--- src/rtl/clock_set_ctrl.sv ---
`default_nettype none
// ============================================================================
// Module   : clock_set_ctrl (with helper clock_set_ctrl_debounce)
// Purpose  : Front-panel controller for setting a real-time clock/calendar.
//            Three raw active-low pushbuttons are synchronized and debounced
//            into single-cycle press events. Those events drive an edit FSM
//            that selects a time field or a date field. The FSM issues
//            one-cycle increment/decrement commands to the counter, blinks
//            the selected field and falls back to free-run after an idle
//            timeout.
// Ports    : clk            - system clock, rising edge
//            rst_n          - asynchronous active-low reset
//            mode           - 0 = time fields, 1 = date fields
//            butt_change    - raw active-low "next field" button
//            butt_increase  - raw active-low "increment" button
//            butt_decrease  - raw active-low "decrement" button
//            run_en         - counter free-run enable (1 only when not editing)
//            field_sel[2:0] - 0 none, 1 sec, 2 min, 3 hour, 4 day, 5 month,
//                             6 year
//            adj_inc        - one-cycle increment command for field_sel
//            adj_dec        - one-cycle decrement command for field_sel
//            blink          - display enable for the selected field's digits
// Revision : 1.0 - initial release
// ============================================================================

// ----------------------------------------------------------------------------
// Per-button synchronizer + debouncer. It emits a one-cycle press pulse when
// the debounced level goes from released (1) to pressed (0).
// ----------------------------------------------------------------------------
module clock_set_ctrl_debounce #(
  parameter int DEBOUNCE_CYCLES = 500000
) (
  input  logic clk,
  input  logic rst_n,
  input  logic btn_raw,
  output logic press
);

  localparam int c_cnt_w = (DEBOUNCE_CYCLES > 1) ? $clog2(DEBOUNCE_CYCLES) : 1;
  localparam logic [c_cnt_w-1:0] c_cnt_last = c_cnt_w'(DEBOUNCE_CYCLES - 1);

  logic               r_sync1;
  logic               r_sync2;
  logic               r_level;
  logic               r_press;
  logic [c_cnt_w-1:0] r_cnt;

  // Two-flop synchronizer; idles at the released level.
  always_ff @(posedge clk or negedge rst_n) begin
    if (!rst_n) begin
      r_sync1 <= 1'b1;
      r_sync2 <= 1'b1;
    end else begin
      r_sync1 <= btn_raw;
      r_sync2 <= r_sync1;
    end
  end

  // The counter tallies consecutive samples that disagree with the accepted
  // level. Any agreeing sample restarts it. The D-th disagreeing sample
  // updates the level. The press pulse is registered together with the level
  // so that the FSM consumes it on the following edge.
  always_ff @(posedge clk or negedge rst_n) begin
    if (!rst_n) begin
      r_level <= 1'b1;
      r_cnt   <= '0;
      r_press <= 1'b0;
    end else begin
      r_press <= 1'b0;
      if (r_sync2 == r_level) begin
        r_cnt <= '0;
      end else if (r_cnt == c_cnt_last) begin
        r_level <= r_sync2;
        r_cnt   <= '0;
        r_press <= ~r_sync2;
      end else begin
        r_cnt <= r_cnt + 1'b1;
      end
    end
  end

  assign press = r_press;

endmodule

// ----------------------------------------------------------------------------
// Top level: edit FSM, adjust commands, blink generator and idle timeout.
// ----------------------------------------------------------------------------
module clock_set_ctrl #(
  parameter int DEBOUNCE_CYCLES = 500000,
  parameter int BLINK_HALF      = 12500000,
  parameter int IDLE_TIMEOUT    = 500000000
) (
  input  logic       clk,
  input  logic       rst_n,
  input  logic       mode,
  input  logic       butt_change,
  input  logic       butt_increase,
  input  logic       butt_decrease,
  output logic       run_en,
  output logic [2:0] field_sel,
  output logic       adj_inc,
  output logic       adj_dec,
  output logic       blink
);

  // State codes equal the field_sel code of the field being edited, so
  // the field_sel output is a gated copy of the state register.
  localparam logic [2:0] c_st_run       = 3'd0;
  localparam logic [2:0] c_st_set_sec   = 3'd1;
  localparam logic [2:0] c_st_set_min   = 3'd2;
  localparam logic [2:0] c_st_set_hour  = 3'd3;
  localparam logic [2:0] c_st_set_day   = 3'd4;
  localparam logic [2:0] c_st_set_month = 3'd5;
  localparam logic [2:0] c_st_set_year  = 3'd6;

  localparam int c_blink_w = (BLINK_HALF > 1) ? $clog2(BLINK_HALF) : 1;
  localparam int c_idle_w  = (IDLE_TIMEOUT > 1) ? $clog2(IDLE_TIMEOUT) : 1;
  localparam logic [c_blink_w-1:0] c_blink_last = c_blink_w'(BLINK_HALF - 1);
  localparam logic [c_idle_w-1:0]  c_idle_last  = c_idle_w'(IDLE_TIMEOUT - 1);

  // Button index: 0 change, 1 increase, 2 decrease.
  logic [2:0] w_btn_raw;
  logic [2:0] w_press;

  logic       w_chg_evt;
  logic       w_inc_evt;
  logic       w_dec_evt;
  logic       w_any_press;

  logic [2:0] r_state;
  logic [2:0] w_state_next;
  logic       w_time_grp;
  logic       w_date_grp;
  logic       w_in_edit;
  logic       w_mode_mismatch;
  logic       w_timeout;
  logic       w_state_change;
  logic       w_adj_ok;

  logic                 r_adj_inc;
  logic                 r_adj_dec;
  logic                 r_blink;
  logic [c_blink_w-1:0] r_blink_cnt;
  logic [c_idle_w-1:0]  r_idle;

  assign w_btn_raw = {butt_decrease, butt_increase, butt_change};

  for (genvar gi = 0; gi < 3; gi++) begin : g_btn
    clock_set_ctrl_debounce #(
      .DEBOUNCE_CYCLES(DEBOUNCE_CYCLES)
    ) u_debounce (
      .clk    (clk),
      .rst_n  (rst_n),
      .btn_raw(w_btn_raw[gi]),
      .press  (w_press[gi])
    );
  end

  assign w_chg_evt   = w_press[0];
  assign w_inc_evt   = w_press[1];
  assign w_dec_evt   = w_press[2];
  assign w_any_press = |w_press;

  // --------------------------------------------------------------------------
  // State classification
  // --------------------------------------------------------------------------
  always_comb begin
    w_time_grp = (r_state == c_st_set_hour) || (r_state == c_st_set_min) ||
                 (r_state == c_st_set_sec);
    w_date_grp = (r_state == c_st_set_day) || (r_state == c_st_set_month) ||
                 (r_state == c_st_set_year);
  end

  assign w_in_edit       = w_time_grp | w_date_grp;
  // Flipping mode while editing abandons the edit.
  assign w_mode_mismatch = (w_time_grp & mode) | (w_date_grp & ~mode);
  // A press on the terminal idle cycle restarts the idle count instead.
  assign w_timeout       = w_in_edit & ~w_any_press & (r_idle == c_idle_last);

  // --------------------------------------------------------------------------
  // FSM: state register
  // --------------------------------------------------------------------------
  always_ff @(posedge clk or negedge rst_n) begin
    if (!rst_n) begin
      r_state <= c_st_run;
    end else begin
      r_state <= w_state_next;
    end
  end

  // --------------------------------------------------------------------------
  // FSM: next-state logic. Priority: unknown code, mode mismatch, change
  // event, idle timeout.
  // --------------------------------------------------------------------------
  always_comb begin
    w_state_next = r_state;
    if (!w_in_edit && (r_state != c_st_run)) begin
      w_state_next = c_st_run;
    end else if (w_mode_mismatch) begin
      w_state_next = c_st_run;
    end else if (w_chg_evt) begin
      case (r_state)
        c_st_run:       w_state_next = mode ? c_st_set_day : c_st_set_hour;
        c_st_set_hour:  w_state_next = c_st_set_min;
        c_st_set_min:   w_state_next = c_st_set_sec;
        c_st_set_sec:   w_state_next = c_st_run;
        c_st_set_day:   w_state_next = c_st_set_month;
        c_st_set_month: w_state_next = c_st_set_year;
        c_st_set_year:  w_state_next = c_st_run;
        default:        w_state_next = c_st_run;
      endcase
    end else if (w_timeout) begin
      w_state_next = c_st_run;
    end
  end

  // --------------------------------------------------------------------------
  // FSM: state-decoded outputs
  // --------------------------------------------------------------------------
  always_comb begin
    run_en    = (r_state == c_st_run);
    field_sel = w_in_edit ? r_state : 3'd0;
  end

  assign w_state_change = (w_state_next != r_state);

  // --------------------------------------------------------------------------
  // Adjust commands. These are only issued while staying in a valid edit
  // state. A coincident change event wins, and simultaneous increase and
  // decrease cancel each other, so both commands can never be high together.
  // --------------------------------------------------------------------------
  assign w_adj_ok = w_in_edit & ~w_mode_mismatch & ~w_chg_evt;

  always_ff @(posedge clk or negedge rst_n) begin
    if (!rst_n) begin
      r_adj_inc <= 1'b0;
      r_adj_dec <= 1'b0;
    end else begin
      r_adj_inc <= w_adj_ok & w_inc_evt & ~w_dec_evt;
      r_adj_dec <= w_adj_ok & w_dec_evt & ~w_inc_evt;
    end
  end

  assign adj_inc = r_adj_inc;
  assign adj_dec = r_adj_dec;

  // --------------------------------------------------------------------------
  // Blink generator: held on outside edit states and restarted in the "on"
  // phase on every state change.
  // --------------------------------------------------------------------------
  always_ff @(posedge clk or negedge rst_n) begin
    if (!rst_n) begin
      r_blink     <= 1'b1;
      r_blink_cnt <= '0;
    end else if (w_state_change || !w_in_edit) begin
      r_blink     <= 1'b1;
      r_blink_cnt <= '0;
    end else if (r_blink_cnt == c_blink_last) begin
      r_blink     <= ~r_blink;
      r_blink_cnt <= '0;
    end else begin
      r_blink_cnt <= r_blink_cnt + 1'b1;
    end
  end

  assign blink = r_blink;

  // --------------------------------------------------------------------------
  // Idle counter: counts edge-to-edge cycles spent in an edit state without a
  // press. It saturates at its terminal value, which is the cycle that
  // triggers the timeout.
  // --------------------------------------------------------------------------
  always_ff @(posedge clk or negedge rst_n) begin
    if (!rst_n) begin
      r_idle <= '0;
    end else if (!w_in_edit || w_any_press || w_state_change) begin
      r_idle <= '0;
    end else if (r_idle != c_idle_last) begin
      r_idle <= r_idle + 1'b1;
    end
  end

endmodule
`default_nettype wire

--- config.mk ---
export PLATFORM = sky130hd
export DESIGN_NAME = clock_set_ctrl
export DESIGN_NICKNAME = d
export VERILOG_FILES = /design/src/rtl/clock_set_ctrl.sv
export SDC_FILE = /design/constraint.sdc
export NUM_CORES = 1
export LEC_CHECK = 0
export CAP_MARGIN = 20
export CELL_PAD_IN_SITES_DETAIL_PLACEMENT = 1
export CELL_PAD_IN_SITES_GLOBAL_PLACEMENT = 2
export CORE_MARGIN = 3
export CORE_UTILIZATION = 41
export CTS_CLUSTER_DIAMETER = 50
export CTS_CLUSTER_SIZE = 25
export DETAILED_ROUTE_END_ITERATION = 8
export GPL_TIMING_DRIVEN = 0
export PLACE_DENSITY = 0.91
export SYNTH_ARGS = -nofsm -noshare
export SYNTH_HDL_FRONTEND = slang
export SYNTH_SLANG_ARGS = --single-unit
--- constraint.sdc ---
create_clock -name clk -period 2.7 [get_ports clk]
set_input_delay 0.54 -clock clk [delete_from_list [all_inputs] [get_ports clk]]
set_output_delay 0.54 -clock clk [all_outputs]
set_load 0.03 [all_outputs]
==> results.tsv <==
stage	metric	value	unit
final_layout	Antenna diodes	0	
detailed_routing	wire length per cell	17.1	um
setup_path	WS Path Type	reg2out	
synthesis	Synth area leader	dfrtp_1	
synthesis	Primary FF master, synth	dfrtp_1	
setup_path	RR Startpoint	r_idle[12]	
timing	crit share post-route	0.933	
setup_path	Buf+Inv Stages, Crit Path	2	
placement	area post-placement	6660	um2
setup_path	CP max stage delay	0.70	ns
setup_path	worst-path cell chain	clkbuf_2 -> a21boi_0 -> clkdlybuf4s50_1	
global_route	largest net degree at the start of global routing	94	
final_layout	Design Area, Final	7230	um2
timing	fmax	397	MHz
timing	Hold WS	0.0144	ns
min_path	HP Class	in2async	
floorplanning	Initial Util	0.426	
setup_path	FF-to-FF setup slack	0.21	ns
placement	RePlAce Congestion	0.839	
setup_path	Critical Path Stages	3	
clock_tree	clock-pin slew on the worst setup and hold paths	0.06	ns
detailed_routing	Final ANT Viol Nets	0	
timing	actual slew at the worst max-slew pin	0.870	ns
final_layout	share of cells above drive strength 1	0.0962	
detailed_routing	WL final	14700	um
detailed_routing	drt drc	0	
floorplanning	die area	16800	um2
clock_tree	TritonCTS clock tree	built	
run_status	status	finished clean	
clock_tree	clk_lat worst skew	0.42	ns
global_route	number of global-route vias before repair	5172	
global_route	Total GRT Usage	0.190	
final_layout	leading cell types in the layout, fill and taps excluded	123 x nor2_1, 118 x dfrtp_1, 58 x xor2_1	
floorplanning	Die Y	130	um
setup_path	reg2reg path depth	7	
floorplanning	Die X	130	um
pwr	peak supply drop	434	uV
setup_path	CP Capture Point	field_sel[1]	
global_route	global-route wire length before repair	25500	um
final_layout	most common cell after layout, fill and taps aside	nor2_1	
final_layout	Final nets	674	
setup_path	Worst EP arrival	1.98	ns
timing	min Tclk post-route	2.52	ns
pwr	P_leak	2.95	nW
placement	Port Buf Inserts	12	
clock_tree	Clock Path Buffers	2	
floorplanning	CORE AREA	14800	um2
pwr	PwrDens	594	nW/um2
final_layout	area growth from synthesis to layout	15.2	%
synthesis	post-synth top area share	0.470	
clock_tree	Inserted Clock Buffers	17	
timing	final hold vios	0	
synthesis	Netlist cell types	55	
synthesis	Syn Nets	643	
clock_tree	clk sinks	128	
synthesis	yosys warns	0	
timing	setup TNS	0	ns
synthesis	Synth Register Bits	128	
setup_path	critical path fanouts, max	10	
synthesis	Avg Cell Area, Syn	9.94	um2
detailed_routing	DR iter-0 viols	255	
synthesis	Seq/Total Area, Yosys	0.512	
global_route	initial antenna violation count	0	
clock_tree	CTS Root Cell	clkbuf_16	
synthesis	Post-synth EDFFs	0	
floorplanning	row cnt	44	
setup_path	crit-path leading delay family	buffers and inverters	
synthesis	synthesized cell area	6280	um2
setup_path	CP max stage cell	clkdlybuf4s50_1	
global_route	GR Overflow Total	0	
timing	pins over their slew limit	0	
timing	RSZ-0062 raised after global routing	false	
placement	HPWL Detailed	10000	um
setup_path	Reg-to-Reg End	r_idle[13]	
setup_path	Critical Path Start Type	flip-flop	
setup_path	required time of the critical path	2.16	ns
final_layout	filler cell count	1655	
synthesis	ys async rst share	1.00	
synthesis	top post-synthesis cells by area	dfrtp_1 47%, xor2_1 8.1%, nor2_1 7.4%	
job	max-cap violations	0	
synthesis	Syn Inst Count	632	
detailed_routing	DRT Pass-1 Iters	4	
detailed_routing	Vias/cell	5.58	
timing	slew margin rel.	0.415	
timing	skew final	0.00940	ns
pwr	power after layout	0.00429	W
setup_path	crit end category	output pin	
detailed_routing	DR vias	4797	
clock_tree	htree depth	4	
timing	Final Setup Violations	0	
floorplanning	I/O pin total	13	
setup_path	Worst setup startpoint	r_state[1]	
==> kinds of logic after synthesis <==
| group | share of synthesized area |
|---|---|
| compound gates | 0.0444 |
| simple gates | 0.279 |
| flops | 0.512 |
| buf+inv | 0.0199 |
| mux | 0.00538 |
| xor+xnor | 0.130 |
| fa+ha+maj | 0.00996 |
==> per-stage QoR <==
stage	setup slack [ns]	instances	util
finish	0.181	860	0.490
global route	0.0406	860	0.490
CTS	0.0204	861	0.490
detailed placement	0.0622	829	0.451
global placement	-3.87	828	0.449
floorplan	0.755	632	-
==> metal layers <==
| layer | vias up | track usage | share of wire |
|---|---|---|---|
| met5 | - | 0 | 0 |
| met3 | 19 | 0.0471 | 0.024 |
| met4 | 0 | 0.0678 | 0.014 |
| met1 | 2459 | 0.247 | 0.46 |
| met2 | 52 | 0.312 | 0.50 |
| li1 | 2267 | - | - |
==> state kept, by name, summed over array words and instances, names as in the netlist <==
| register | cells |
|---|---|
| r_state | 3 |
| g_btn.u_debounce.r_cnt | 57 |
| blink | 1 |
| adj_inc | 1 |
| g_btn.u_debounce.r_level | 3 |
| g_btn.u_debounce.r_sync2 | 3 |
| r_blink_cnt | 24 |
| r_idle | 29 |
| g_btn.u_debounce.r_sync1 | 3 |
| g_btn.u_debounce.press | 3 |
| adj_dec | 1 |
==> Yosys cell counts, drive strengths merged (7+ instances only) <==
master / instances
o31ai: 7
xnor2: 35
buf: 10
dfrtp: 118
nor4: 10
xor2: 58
nor3: 16
nand3: 45
and3: 15
nor2: 123
nand2: 41
a21oi: 17
nand4: 30
dfstp: 10
inv: 9
and4: 14
==> where the power goes <==
group / switching [W] / internal (W)
clock: 0.000850 / 0.00140
combinational: 0.0000644 / 0.0000265
sequential: 0.0000153 / 0.00194
total: 0.000929 / 0.00337
==> layout make-up <==
type	count	area, um2	area share
Clock buffer	22	464	0.0642
Multi-Input combinational cell	480	2940	0.406
Buffer	14	88.8	0.0123
Clock inverter	10	111	0.0154
Inverter	9	33.8	0.00467
Timing Repair Buffer	13	151	0.0209
Tap cell	184	230	0.0318
Sequential cell	128	3220	0.444
==> worst min-delay path by stage <==
stage	start	endpoint	slack (ns)	depth (start not counted)
after detailed placement	g_btn[0].u_debounce.r_sync1	g_btn[0].u_debounce.r_sync2	0.35	0
after global placement	g_btn[1].u_debounce.r_sync1	g_btn[1].u_debounce.r_sync2	0.35	0
after global routing	rst_n	g_btn[1].u_debounce.r_cnt[3]	0.02	1
after floorplan	rst_n	adj_dec	0.24	0
final	rst_n	g_btn[1].u_debounce.r_cnt[5]	0.01	1
after CTS	rst_n	g_btn[1].u_debounce.r_cnt[2]	0.007	1
==> what timing repair did <==
action / CTS / global route
endpoints found under the setup margin: 0 / 4
gates resized for setup: 0 / 3
endpoints found under the hold margin: 0 / 0
hold buffers: 0 / 0
setup buffers: 0 / 0
==> worst reg2reg max path, cell delays in order (launching register included) <==
cell and delay [ns]:
dfrtp_1 0.44, nor4b_1 0.57, nand4_1 0.24, nor4_4 0.50
a211o_1 0.21, buf_4 0.17, buf_6 0.17, a21oi_1 0.06
(Power assumes the default switching activity.)
